## src/rtl/if_fetch.sv

```systemverilog
// ---------------------------------------------------------------------------
// if_fetch -- instruction-fetch stage in front of the IF/ID register.
//
// Owns the program counter, fetches over a req/ack instruction bus and hands
// the fetched pc/instruction pair to IF/ID. Raises a stall request while no
// instruction is available. Branch redirects (from ID) and flush redirects
// (from the control unit) are applied here.
//
// Optional feature macro: IF_IBUS_TIMEOUT_EN
//   defined   : 8-bit wait counter; after TIMEOUT_CYCLES consecutive un-acked
//               request cycles, ibus_err_o pulses, the FSM drops back to
//               S_RESET for one cycle and the same pc is requested again.
//   undefined : no counter, the stage waits forever, ibus_err_o tied low.
//
// Ports:
//   clk, rst            clock (rising edge), async active-low reset
//   stall[5:0]          pipeline stall vector, bit 1 stops IF
//   branch_flag_i/_target_i  taken branch from ID and its target
//   flush_i, new_pc_i   flush redirect (highest priority)
//   ibus_req_o/addr_o   fetch request and address (= pc)
//   ibus_ack_i/data_i   fetch acknowledge and instruction
//   ibus_err_o          one-cycle bus timeout pulse
//   if_pc, if_inst      pc/instruction presented to IF/ID
//   stallreq_o          IF stall request to the stall controller
//   dbg_state_o         current FSM state (S_RESET=0, S_REQ=1, S_HOLD=2)
//
// Bus handshake: ibus_req_o is the "valid" of a fetch. Once raised it stays
// high with ibus_addr_o stable until the cycle in which ibus_ack_i is seen
// high; that cycle completes the transfer and ibus_data_i is consumed in it.
// ibus_ack_i is ignored whenever ibus_req_o is low. Only flush, reset and
// timeout may withdraw a pending request.
// ---------------------------------------------------------------------------
module if_fetch #(
  parameter logic [31:0] RESET_PC       = 32'h0000_0000,
  parameter logic [7:0]  TIMEOUT_CYCLES = 8'd255
) (
  input  logic        clk,
  input  logic        rst,
  input  logic [5:0]  stall,
  input  logic        branch_flag_i,
  input  logic [31:0] branch_target_i,
  input  logic        flush_i,
  input  logic [31:0] new_pc_i,
  output logic        ibus_req_o,
  output logic [31:0] ibus_addr_o,
  input  logic        ibus_ack_i,
  input  logic [31:0] ibus_data_i,
  output logic        ibus_err_o,
  output logic [31:0] if_pc,
  output logic [31:0] if_inst,
  output logic        stallreq_o,
  output logic [1:0]  dbg_state_o
);

  typedef enum logic [1:0] {
    S_RESET = 2'd0,
    S_REQ   = 2'd1,
    S_HOLD  = 2'd2
  } state_t;

  state_t      r_state;
  state_t      w_state_nxt;

  logic [31:0] r_pc;
  logic [31:0] r_hold_pc;
  logic [31:0] r_hold_inst;
  logic        r_hold_valid;
  logic        r_br_pending;
  logic [31:0] r_br_target;

  logic        w_stop;
  logic        w_advance;
  logic        w_capture;
  logic        w_timeout;
  logic [31:0] w_pc_nxt;
  logic        w_req;
  logic [31:0] w_if_pc;
  logic [31:0] w_if_inst;
  logic        w_stallreq;

  assign w_stop = stall[1];

  // A branch seen this cycle beats an older latched one; otherwise fall
  // through sequentially (32-bit add wraps naturally).
  assign w_pc_nxt = branch_flag_i ? branch_target_i :
                    r_br_pending  ? r_br_target     :
                                    r_pc + 32'd4;

  // ---------------------------------------------------------------------
  // Next-state and combinational outputs
  // ---------------------------------------------------------------------
  always_comb begin
    w_state_nxt = r_state;
    w_advance   = 1'b0;
    w_capture   = 1'b0;
    w_req       = 1'b0;
    w_if_pc     = 32'd0;
    w_if_inst   = 32'd0;
    w_stallreq  = 1'b0;

    case (r_state)
      S_RESET: begin
        w_state_nxt = S_REQ;
      end

      S_REQ: begin
        w_req = 1'b1;
        // During a flush the IF/ID pair is a bubble and any ack is dropped.
        if (!flush_i) begin
          if (ibus_ack_i) begin
            w_if_pc   = r_pc;
            w_if_inst = ibus_data_i;
            if (w_stop) begin
              w_capture   = 1'b1;
              w_state_nxt = S_HOLD;
            end else begin
              w_advance = 1'b1;
            end
          end else begin
            w_stallreq = 1'b1;
            if (w_timeout) begin
              w_state_nxt = S_RESET;
            end
          end
        end
      end

      S_HOLD: begin
        if (!flush_i) begin
          if (r_hold_valid) begin
            w_if_pc   = r_hold_pc;
            w_if_inst = r_hold_inst;
          end
          if (!w_stop) begin
            w_advance   = 1'b1;
            w_state_nxt = S_REQ;
          end
        end
      end

      default: begin
        w_state_nxt = S_RESET;
      end
    endcase

    if (flush_i) begin
      w_state_nxt = S_REQ;
    end
  end

  assign ibus_req_o  = w_req;
  assign ibus_addr_o = r_pc;
  assign if_pc       = w_if_pc;
  assign if_inst     = w_if_inst;
  assign stallreq_o  = w_stallreq;
  assign dbg_state_o = r_state;

  // ---------------------------------------------------------------------
  // State register
  // ---------------------------------------------------------------------
  always_ff @(posedge clk or negedge rst) begin
    if (!rst) begin
      r_state <= S_RESET;
    end else begin
      r_state <= w_state_nxt;
    end
  end

  // ---------------------------------------------------------------------
  // Program counter
  // ---------------------------------------------------------------------
  always_ff @(posedge clk or negedge rst) begin
    if (!rst) begin
      r_pc <= RESET_PC;
    end else if (flush_i) begin
      r_pc <= new_pc_i;
    end else if (w_advance) begin
      r_pc <= w_pc_nxt;
    end
  end

  // ---------------------------------------------------------------------
  // Pending branch: a branch that arrives while pc cannot move is kept
  // until the next advance. A newer branch replaces the latched target.
  // ---------------------------------------------------------------------
  always_ff @(posedge clk or negedge rst) begin
    if (!rst) begin
      r_br_pending <= 1'b0;
      r_br_target  <= 32'd0;
    end else if (flush_i) begin
      r_br_pending <= 1'b0;
    end else if (w_advance) begin
      r_br_pending <= 1'b0;
    end else if (branch_flag_i) begin
      r_br_pending <= 1'b1;
      r_br_target  <= branch_target_i;
    end
  end

  // ---------------------------------------------------------------------
  // Hold buffer: keeps an acked instruction while IF is stopped.
  // ---------------------------------------------------------------------
  always_ff @(posedge clk or negedge rst) begin
    if (!rst) begin
      r_hold_valid <= 1'b0;
      r_hold_pc    <= 32'd0;
      r_hold_inst  <= 32'd0;
    end else if (flush_i) begin
      r_hold_valid <= 1'b0;
    end else if (w_capture) begin
      r_hold_valid <= 1'b1;
      r_hold_pc    <= r_pc;
      r_hold_inst  <= ibus_data_i;
    end else if (w_advance && (r_state == S_HOLD)) begin
      r_hold_valid <= 1'b0;
    end
  end

  // ---------------------------------------------------------------------
  // Bus timeout
  // ---------------------------------------------------------------------
`ifdef IF_IBUS_TIMEOUT_EN
  logic [7:0] r_to_cnt;
  logic       r_err;
  logic       w_wait_cycle;

  // A cycle that counts toward the timeout: request out, no ack, no flush.
  assign w_wait_cycle = (r_state == S_REQ) && !ibus_ack_i && !flush_i;
  assign w_timeout    = (r_to_cnt == (TIMEOUT_CYCLES - 8'd1));

  always_ff @(posedge clk or negedge rst) begin
    if (!rst) begin
      r_to_cnt <= 8'd0;
      r_err    <= 1'b0;
    end else begin
      r_err <= w_wait_cycle && w_timeout;
      if (!w_wait_cycle || w_timeout) begin
        r_to_cnt <= 8'd0;
      end else begin
        r_to_cnt <= r_to_cnt + 8'd1;
      end
    end
  end

  assign ibus_err_o = r_err;

  logic w_unused;
  assign w_unused = ^{stall[5:2], stall[0]};
`else
  assign w_timeout  = 1'b0;
  assign ibus_err_o = 1'b0;

  logic w_unused;
  assign w_unused = ^{stall[5:2], stall[0], TIMEOUT_CYCLES};
`endif

endmodule
```

## config.mk

```make
export PLATFORM = sky130hd
export DESIGN_NAME = if_fetch
export DESIGN_NICKNAME = d
export VERILOG_FILES = /design/src/rtl/if_fetch.sv
export SDC_FILE = /design/constraint.sdc
export NUM_CORES = 1
export LEC_CHECK = 0
export ABC_CLOCK_PERIOD_IN_PS = 3500
export CORE_MARGIN = 5
export CORE_UTILIZATION = 52
export CTS_BUF_LIST = sky130_fd_sc_hd__clkbuf_16
export DETAILED_ROUTE_END_ITERATION = 16
export PLACE_DENSITY = 0.84
export SKIP_LAST_GASP = 1
export SLEW_MARGIN = 20
export SYNTH_ARGS = -nofsm -noshare
export SYNTH_HDL_FRONTEND = slang
export SYNTH_SLANG_ARGS = --single-unit
```

## constraint.sdc

```tcl
create_clock -name clk -period 3.5 [get_ports clk]
set_input_delay 0.7 -clock clk [delete_from_list [all_inputs] [get_ports clk]]
set_output_delay 0.7 -clock clk [all_outputs]
set_load 0.01 [all_outputs]
```

After elaboration in Yosys (flattened, before gate mapping)

Index checks and enable logic that the tools add are counted.

Add/subtract/negate cells: 1
Bitwise operators: 2
Reductions and logical operators: 8
Multiplexer cells: 38
Equal/unequal tests: 5

Operators by type and width:

| kind                    | number |
|---|---|
| $mux W32                | 12 |
| $pmux W32 S2            | 2 |
| $add A32 B3 Y32 const B | 1 |
| $mux W1                 | 18 |
| $ne A3 B3 Y1 const B    | 3 |
| $mux W2                 | 4 |
| $pmux W2 S3             | 1 |
| $reduce_and A3 Y1       | 2 |
| $reduce_bool A3 Y1      | 2 |
| $eq A2 B1 Y1 const B    | 1 |
| $eq A2 B2 Y1 const B    | 1 |
| $logic_not A2 Y1        | 1 |
| $not A1 Y1              | 2 |
| $pmux W1 S2             | 1 |
| $reduce_and A2 Y1       | 1 |
| $reduce_bool A2 Y1      | 1 |
| $logic_and A1 B1 Y1     | 1 |

Bits in registers: 132
Input port bits: 107
Word-level logic and storage cells: 61

Logic depth before layout (Yosys ltp)

Gate-level depths: netlist of the first run.

Depth after elaboration: 8
Gate-level depth with buffers: 8

Worst setup path before layout of the first run

Ideal clock, no wire load.

Path kind: input to output
Start point: in flush_i
End point: out if_inst[10]
Stages on the path: 5
Buffers on the path: 2
Path slack: 887 ps
Arrival time: 1913 ps
Required time: 2800 ps
Cells stage by stage: clkbuf_1 -> nand2b_1 -> nor2_1 -> clkbuf_1 -> a22o_1

Cells in the longest elaborated chain, start to end: 2
Elaborated cells between the ends (all ways): 3
Classes of those cells: mux (3)

RTL lines:

| what                        | RTL line | text |
|---|---|---|
| from (decl)                 | 42       | `input logic flush_i,` |
| $mux W32 (on tied branches) | 129, 109 |  |
| $pmux W32 S2 (*)            | 101      | `case (r_state)` |
| to (decl)                   | 50       | `output logic [31:0] if_inst,` |

Mark *: on every way between the ends. The rest lies on a longest branch, timed or not.

Worst setup path after layout of the first run

Start point: reg r_state[1], in the netlist dbg_state_o[1]
End point: out if_inst[24]

Cells in the longest elaborated chain, start to end: 2
Elaborated cells between the ends (all ways): 3
Classes of those cells: eq/ne (2); mux (1)

RTL lines:

| what                                         | RTL line | text |
|---|---|---|
| from (decl)                                  | 61       | `state_t r_state;` |
| from (signal assigned)                       | 165      | `r_state <= w_state_nxt;` |
| $eq A2 B2 Y1 or $eq A2 B1 Y1 (tied branches) | 101      |  |
| $pmux W32 S2 (*)                             | 101      |  |

Marked as above.

==> flow_summary.json, run 1 <==
{
  "outcome": "complete, no violations",
  "tightest_slew_ns": 0.946,
  "dp_slack_ns": 0.200,
  "tritoncts": "built",
  "ant_nets": 0,
  "numPortBuffers": 201,
  "design.portCount": 208,
  "synth_warnings": 0,
  "ys_dominant_reg_cell": "sky130_fd_sc_hd__dfrtp_1",
  "initialDrtViolationCount": 545,
  "grt_use_total_pct": 26.5,
  "global_route.overflow_total": 0,
  "critical_path.startpoint_type": "flip-flop",
  "rsz_0062_raised_after_global_routing": "yes",
  "areaGrowthSynthToFinish_pct": 36.8,
  "die_area_um2": 16300,
  "wl_mm": 21.9,
  "drc": 0,
  "initial_core_utilization_pct": 52.4,
  "max_cap_violations": 0,
  "post_synthesis_sequential_element_count": 132,
  "gpl.final_weighted_congestion": 0.898,
  "total_via_count_after_detailed_routing": 6609,
  "viasPerCell": 6.31,
  "syn-cell-area_um2": 7180,
  "cts-buffers-inserted": 17,
  "netlist-cell-type-count": 55,
  "dieHeight_um": 128,
  "max_freq_mhz": 294,
  "worst_path_max_delay_cell": "sky130_fd_sc_hd__clkdlybuf4s50_1",
  "std_cell_rows": 43,
  "antenna_found_initial": 0,
  "finalClockSkew_ns": 0.00684,
  "synth_nets": 788,
  "yosysTopAreaCell": "sky130_fd_sc_hd__dfrtp_1",
  "timing.setup.critical_path_class": "flip-flop to output pin",
  "power.density_nw_per_um2": 642,
  "whs_ns": 0.418,
  "holdBufCountCts": 0,
  "path_clk_slew_ns": 0.05,
  "clockBufferDepth": 2,
  "core_um2": 13700,
  "layout-drive-gt1-share_pct": 17.7,
  "grt_start_max_net_pins": 120,
  "finalMaxSlewViolations": 0,
  "antenna_cells_inserted": 0,
  "global_route_wire_length_before_repair_mm": 34.2,
  "synth_largest_type_area_fraction_pct": 46.0,
  "synth-async-reset-ratio_pct": 100,
  "drt_first_pass_iters": 7,
  "yosys-top-cells-area": "sky130_fd_sc_hd__dfrtp_1 46%, sky130_fd_sc_hd__mux2_2 15%, sky130_fd_sc_hd__a22o_1 7.7%",
  "setup-tns-final_ns": 0,
  "filler_cell_count": 966,
  "cts.root.buffer_cell": "sky130_fd_sc_hd__clkbuf_16",
  "synth-edff-count": 0,
  "avgSynthCellArea_um2": 10.6,
  "layout_setup_ws_ns": 0.101,
  "finalCritPeriodShare_pct": 97.1,
  "setup-violations-final": 0,
  "insertion_delay_to_the_later_sink_of_the_worst_skew_pair_ns": 0.41,
  "critical-path-max-stage-delay_ns": 0.55,
  "die_w_um": 128,
  "fin_crit_ns": 3.40,
  "leakagePower_nw": 3.95,
  "timing.critical_path.fanout_max": 29,
  "crit_path_cell_trace": "inv_1 -> ha_1 -> nand2b_1 -> nor2_4 -> buf_4 -> a22o_1 -> clkdlybuf4s50_1",
  "netlist_instances": 675,
  "postLayoutCoreUtil_pct": 71.6,
  "worst_setup_path_end_kind": "output pin",
  "clock_sink_count": 132,
  "cp_data_arrival_time_ns": 2.70,
  "vdd_drop_max_uv": 342,
  "detailed_placement_wirelength_estimate_mm": 15.4,
  "vias_in_the_first_global_route": 6530,
  "required_ns": 2.80,
  "maxSlewHeadroom_pct": 36.9,
  "type_of_the_worst_min_delay_path": "input port to async pin",
  "synth.yosys.seq_area_share_pct": 46.0,
  "routedWlPerCell_um": 20.9,
  "clock_tree.htree_level_count": 4,
  "finalNetCount": 970,
  "final_hold_viols": 0
}
## repair_timing
action                                  CTS  global route
endpoints found under the setup margin    5            38
pin swaps                                 1             1
gates resized for setup                   0             1
buffers inserted                          2             0
## metal layers
| metal | track usage, % | part of all wire, % | routed length, um | up-vias |
|---|---|---|---|---|
| li1 | - | - | - | 2942 |
| met1 | 34.2 | 40 | 8710 | 3218 |
| met2 | 43.2 | 48 | 10500 | 396 |
| met3 | 6.10 | 9.6 | 2110 | 53 |
| met4 | 10.7 | 3.0 | 648 | 0 |
| met5 | 0 | 0 | 0 | - |
## where the power goes
part | internal, W | switching, W | total [W]
combinational | 0.00121 | 0.000939 | 0.00215
sequential | 0.00213 | 0.000561 | 0.00269
clock | 0.000866 | 0.000600 | 0.00147
total | 0.00421 | 0.00210 | 0.00631
## flip-flops by register name (all words and copies together) (netlist names)
name,flops
dbg_state_o,2
r_hold_inst,32
r_hold_pc,32
ibus_addr_o,32
r_br_target,32
r_hold_valid,1
r_br_pending,1
## Yosys cell counts, types with 3 or more instances
cell type	number
sky130_fd_sc_hd__nor2_1	32
sky130_fd_sc_hd__clkbuf_1	39
sky130_fd_sc_hd__inv_1	7
sky130_fd_sc_hd__a32o_1	6
sky130_fd_sc_hd__buf_2	8
sky130_fd_sc_hd__nor3b_1	6
sky130_fd_sc_hd__nand2_1	47
sky130_fd_sc_hd__a22o_1	63
sky130_fd_sc_hd__o31a_1	3
sky130_fd_sc_hd__and3_1	9
sky130_fd_sc_hd__nor4_1	6
sky130_fd_sc_hd__nor3_1	9
sky130_fd_sc_hd__or4_1	4
sky130_fd_sc_hd__a221oi_1	20
sky130_fd_sc_hd__o21ai_0	38
sky130_fd_sc_hd__a31o_2	4
sky130_fd_sc_hd__ha_1	6
sky130_fd_sc_hd__mux2_2	97
sky130_fd_sc_hd__nand2b_1	11
sky130_fd_sc_hd__nand4b_1	3
sky130_fd_sc_hd__o31ai_1	10
sky130_fd_sc_hd__buf_4	3
sky130_fd_sc_hd__a21oi_1	21
sky130_fd_sc_hd__dfrtp_1	132
sky130_fd_sc_hd__nand4_1	13
sky130_fd_sc_hd__a211o_1	4
sky130_fd_sc_hd__or3_1	3
sky130_fd_sc_hd__buf_1	5
sky130_fd_sc_hd__a211oi_1	4
sky130_fd_sc_hd__a22oi_1	7
sky130_fd_sc_hd__nand3_1	20
## cells by family (layout without fill, tap and decap cells)
logic type	count (synthesis)	count (layout)	share of synthesized area (%)
buf+inv	64	257	3.85
fa+ha+maj	6	6	1.05
other cells	1	1	0.0522
compound gates	200	200	21.0
xor+xnor	2	2	0.244
mux	99	99	15.5
flops	132	132	46.0
simple gates	171	171	12.4
## final timing paths
| check | from | to | slack (ns) | cells past startpoint |
|---|---|---|---|---|
| setup / recovery | dbg_state_o[1]$_DFFE_PN0P_ | if_inst[24] | 0.10 | 7 |
| hold / removal | rst | r_br_target[12]$_DFFE_PN0P_ | 0.42 | 1 |
| setup reg to reg | dbg_state_o[1]$_DFFE_PN0P_ | ibus_addr_o[10]$_DFFE_PN0N_ | 0.84 | 7 |
| hold reg to reg | r_hold_pc[20]$_DFFE_PN0P_ | r_hold_pc[20]$_DFFE_PN0P_ | 0.48 | 2 |
| max in group asynchronous | rst | ibus_addr_o[6]$_DFFE_PN0N_ | 2.27 | 2 |
| min in group clk | r_hold_pc[20]$_DFFE_PN0P_ | r_hold_pc[20]$_DFFE_PN0P_ | 0.48 | 2 |
## cells in the final DEF, fill, tap and decap left out, types with 4 or more instances in the layout
cell and count:
sky130_fd_sc_hd__a211o_1 4, sky130_fd_sc_hd__a211oi_1 4, sky130_fd_sc_hd__a21oi_1 20, sky130_fd_sc_hd__a221oi_1 20
sky130_fd_sc_hd__a22o_1 63, sky130_fd_sc_hd__a22oi_1 7, sky130_fd_sc_hd__a31o_2 4, sky130_fd_sc_hd__a32o_1 6
sky130_fd_sc_hd__and3_1 9, sky130_fd_sc_hd__buf_4 17, sky130_fd_sc_hd__clkbuf_16 17, sky130_fd_sc_hd__clkdlybuf4s50_1 199
sky130_fd_sc_hd__clkinv_2 4, sky130_fd_sc_hd__dfrtp_1 132, sky130_fd_sc_hd__ha_1 6, sky130_fd_sc_hd__inv_1 12
sky130_fd_sc_hd__mux2_2 97, sky130_fd_sc_hd__nand2_1 47, sky130_fd_sc_hd__nand2b_1 11, sky130_fd_sc_hd__nand3_1 20
sky130_fd_sc_hd__nand4_1 13, sky130_fd_sc_hd__nor2_1 30, sky130_fd_sc_hd__nor3_1 9, sky130_fd_sc_hd__nor3b_1 6
sky130_fd_sc_hd__nor4_1 6, sky130_fd_sc_hd__o21ai_0 38, sky130_fd_sc_hd__o31ai_1 10, sky130_fd_sc_hd__or4_1 4
## cell type report
| type | instances | area (um^2) | share of cell area (%) |
|---|---|---|---|
| multi-input cells | 479 | 3620 | 36.9 |
| flip-flops and latches | 132 | 3300 | 33.6 |
| repair buffers | 220 | 2170 | 22.1 |
| clock buffers | 17 | 425 | 4.33 |
| well taps | 180 | 225 | 2.29 |
| clock inverters | 13 | 57.6 | 0.586 |
| inverters | 7 | 26.3 | 0.267 |
## critical path: cells and delay by family (launching register included)
family	cells	cell delay (ns)
adder cells (fa/ha/maj)	1	0.31
flip-flops	1	0.43
AO/OA/AOI/OAI	1	0.18
AND/OR/NAND/NOR	2	0.38
buffers and inverters	3	0.97
## metrics by stage
stage               cell area, um^2  std cells  power, W
CTS                            9820       1048   0.00632
global route                   9830       1048   0.00664
detailed placement             9330       1016   0.00482
global placement               9330       1016   0.00469
finish                         9830       1048   0.00631
floorplan                      7180        675   0.00378
Note: power is estimated with default switching activity, not from simulation.
==> run 2, diff against run 1 <==
--- a/config.mk
+++ b/config.mk
@@ -7,10 +7,10 @@
 export LEC_CHECK = 0
 export ABC_CLOCK_PERIOD_IN_PS = 3500
 export CORE_MARGIN = 5
-export CORE_UTILIZATION = 52
+export CORE_UTILIZATION = 50
 export CTS_BUF_LIST = sky130_fd_sc_hd__clkbuf_16
 export DETAILED_ROUTE_END_ITERATION = 16
-export PLACE_DENSITY = 0.84
+export PLACE_DENSITY = 0.82
 export SKIP_LAST_GASP = 1
 export SLEW_MARGIN = 20
 export SYNTH_ARGS = -nofsm -noshare
==> run 2 against run 1 <==
  * Flip-flop and latch count stayed put
  * Largest power group unchanged
  * Via count hardly changed
  * Sequential power hardly changed
  * Core utilization is 0.11 points lower
  * Count of clock-buffer cells in the layout stayed put
  * Routed wire length is 0.30% higher
  * Register-to-register slack better by 0.22 ns
  * Combinational power hardly changed
  * Final area is 1.8% higher
  * Clock power is 23% higher
  * Critical path depth stayed put
  * Global-route usage is 0.47 points lower
==> flow_summary.json, run 2 (synthesis gave the netlist of run 1 again) <==
{
  "critical_path.top_delay_family": "buffers and inverters",
  "multi_input_comb_area_um2": 3620,
  "tritoncts": "built",
  "total_power_w": 0.00667,
  "rsz_0062_raised_after_global_routing": "no",
  "total_via_count_after_detailed_routing": 6615,
  "global_route.overflow_total": 0,
  "initialDrtViolationCount": 652,
  "wirelength_met1_mm": 9.06,
  "clock_sink_count": 132,
  "gpl.final_weighted_congestion": 0.897,
  "crit_path_cell_trace": "inv_1 -> ha_1 -> nand2_1 -> nor2_4 -> buf_12 -> a22o_1 -> clkdlybuf4s50_1",
  "worstReg2RegEnd": "r_br_target[10]$_DFFE_PN0P_",
  "routed.top_layer": "met4",
  "met2_length_mm": 10.2,
  "wl_mm": 22.0,
  "numPortBuffers": 201,
  "max_cap_violations": 0,
  "viasPerCell": 6.29,
  "drt_first_pass_iters": 5,
  "areaGrowthSynthToFinish_pct": 39.3,
  "insertion_delay_to_the_later_sink_of_the_worst_skew_pair_ns": 0.42,
  "cp_data_arrival_time_ns": 2.59,
  "final_cell_mix": "199 x sky130_fd_sc_hd__clkdlybuf4s50_1, 132 x sky130_fd_sc_hd__dfrtp_1, 97 x sky130_fd_sc_hd__mux2_2",
  "reg_to_reg_startpoint": "dbg_state_o[0]$_DFFE_PN0P_",
  "layout-drive-gt1-share_pct": 18.6,
  "cts.root.buffer_cell": "sky130_fd_sc_hd__clkbuf_16",
  "routedWlPerCell_um": 20.9,
  "tightest_slew_ns": 0.899,
  "ant_nets": 0,
  "global_route_wire_length_before_repair_mm": 34.2,
  "dieHeight_um": 130,
  "path_clk_slew_ns": 0.05,
  "grt_start_max_net_pins": 117,
  "register_area_um2": 3300,
  "final_common_cell": "sky130_fd_sc_hd__clkdlybuf4s50_1",
  "required_ns": 2.80,
  "outcome": "complete, no violations",
  "met3_wirelength_mm": 2.14,
  "die_w_um": 130,
  "type_of_the_worst_min_delay_path": "input port to async pin",
  "finalNetCount": 972,
  "setup-violations-final": 0,
  "vdd_drop_max_uv": 393,
  "setup-tns-final_ns": 0,
  "max_freq_mhz": 304,
  "whs_ns": 0.416,
  "maxSlewHeadroom_pct": 40.0,
  "fin_crit_ns": 3.29,
  "std_cell_rows": 43,
  "grt_use_total_pct": 26.0,
  "drc": 0,
  "filler_cell_count": 1021,
  "holdBufCountCts": 0,
  "leakagePower_nw": 4.02,
  "critical-path-max-stage-delay_ns": 0.58,
  "timing.critical_path.buf_inv": 3,
  "finalClockSkew_ns": 0.00688,
  "antenna_cells_inserted": 0,
  "vias_in_the_first_global_route": 6563,
  "detailed_placement_wirelength_estimate_mm": 15.6,
  "worst_setup_path_end_kind": "output pin",
  "ff2ff_setup_slack_ns": 1.06,
  "timing.setup.critical_path_class": "flip-flop to output pin",
  "postLayoutCoreUtil_pct": 71.5,
  "power.density_nw_per_um2": 667,
  "finalCritPeriodShare_pct": 94.1,
  "final_hold_viols": 0,
  "worst_path_max_delay_cell": "sky130_fd_sc_hd__clkdlybuf4s50_1",
  "clockBufferDepth": 2,
  "critical_path.startpoint_type": "flip-flop",
  "antenna_found_initial": 0,
  "finalMaxSlewViolations": 0,
  "design.portCount": 208,
  "clock_tree.htree_level_count": 4,
  "timing.critical_path.fanout_max": 24,
  "initial_core_utilization_pct": 51.4,
  "timing.reg2reg.worst_path_depth": 8,
  "die_area_um2": 16900,
  "cts-buffers-inserted": 17,
  "core_um2": 14000
}
## run 2: how the worst max path moves through the flow
| stage | start | to | cells after the start |
|---|---|---|---|
| after floorplan | flush_i | if_inst[10] | 5 |
| after global placement | flush_i | if_inst[24] | 6 |
| after detailed placement | flush_i | if_inst[24] | 6 |
| after CTS | dbg_state_o[0]$_DFFE_PN0P_ | if_inst[24] | 7 |
| after global routing | dbg_state_o[0]$_DFFE_PN0P_ | if_inst[3] | 7 |
| final | dbg_state_o[0]$_DFFE_PN0P_ | if_pc[6] | 7 |
## run 2: per-stage QoR
step | cell area (um^2) | instances | setup slack (ns)
finish | 10000 | 1052 | 0.207
global route | 10000 | 1052 | 0.0434
CTS | 10000 | 1052 | 0.120
detailed placement | 9390 | 1018 | 0.352
global placement | 9390 | 1018 | 0.382
floorplan | 7180 | 675 | 0.887
## run 2: timing repair
item	in CTS	in global routing
endpoints found under the setup margin	36	21
cloned	0	0
gates resized for setup	0	1
pin swaps	1	1
buffers inserted	2	0
## run 2: area by class of cell
cell class              count  share of cell area [%]
clock inverters            15                    1.71
inverters                   7                   0.263
well taps                 180                    2.25
multi-input cells         479                    36.2
clock buffers              17                    4.25
flip-flops and latches    132                    33.0
repair buffers            222                    22.3
## run 2: worst register-to-register path: stages, from the launching register on
cell and delay [ns]:
sky130_fd_sc_hd__dfrtp_1 0.42, sky130_fd_sc_hd__inv_1 0.11, sky130_fd_sc_hd__ha_1 0.32, sky130_fd_sc_hd__nor2b_1 0.28
sky130_fd_sc_hd__a21oi_2 0.12, sky130_fd_sc_hd__buf_4 0.22, sky130_fd_sc_hd__nand2_1 0.08, sky130_fd_sc_hd__buf_4 0.37
sky130_fd_sc_hd__mux2_2 0.41
## run 2: metal layers
layer	vias to the layer above	track usage [%]
met3	56	6.26
met4	0	10.3
met5	-	0
met1	3232	34.3
li1	2956	-
met2	371	41.6
## run 2: where the power goes
group          internal [W]  switching, W  leakage [nW]
registers           0.00213      0.000560          1.57
clock network       0.00117      0.000644         0.301
logic               0.00122      0.000942          2.15
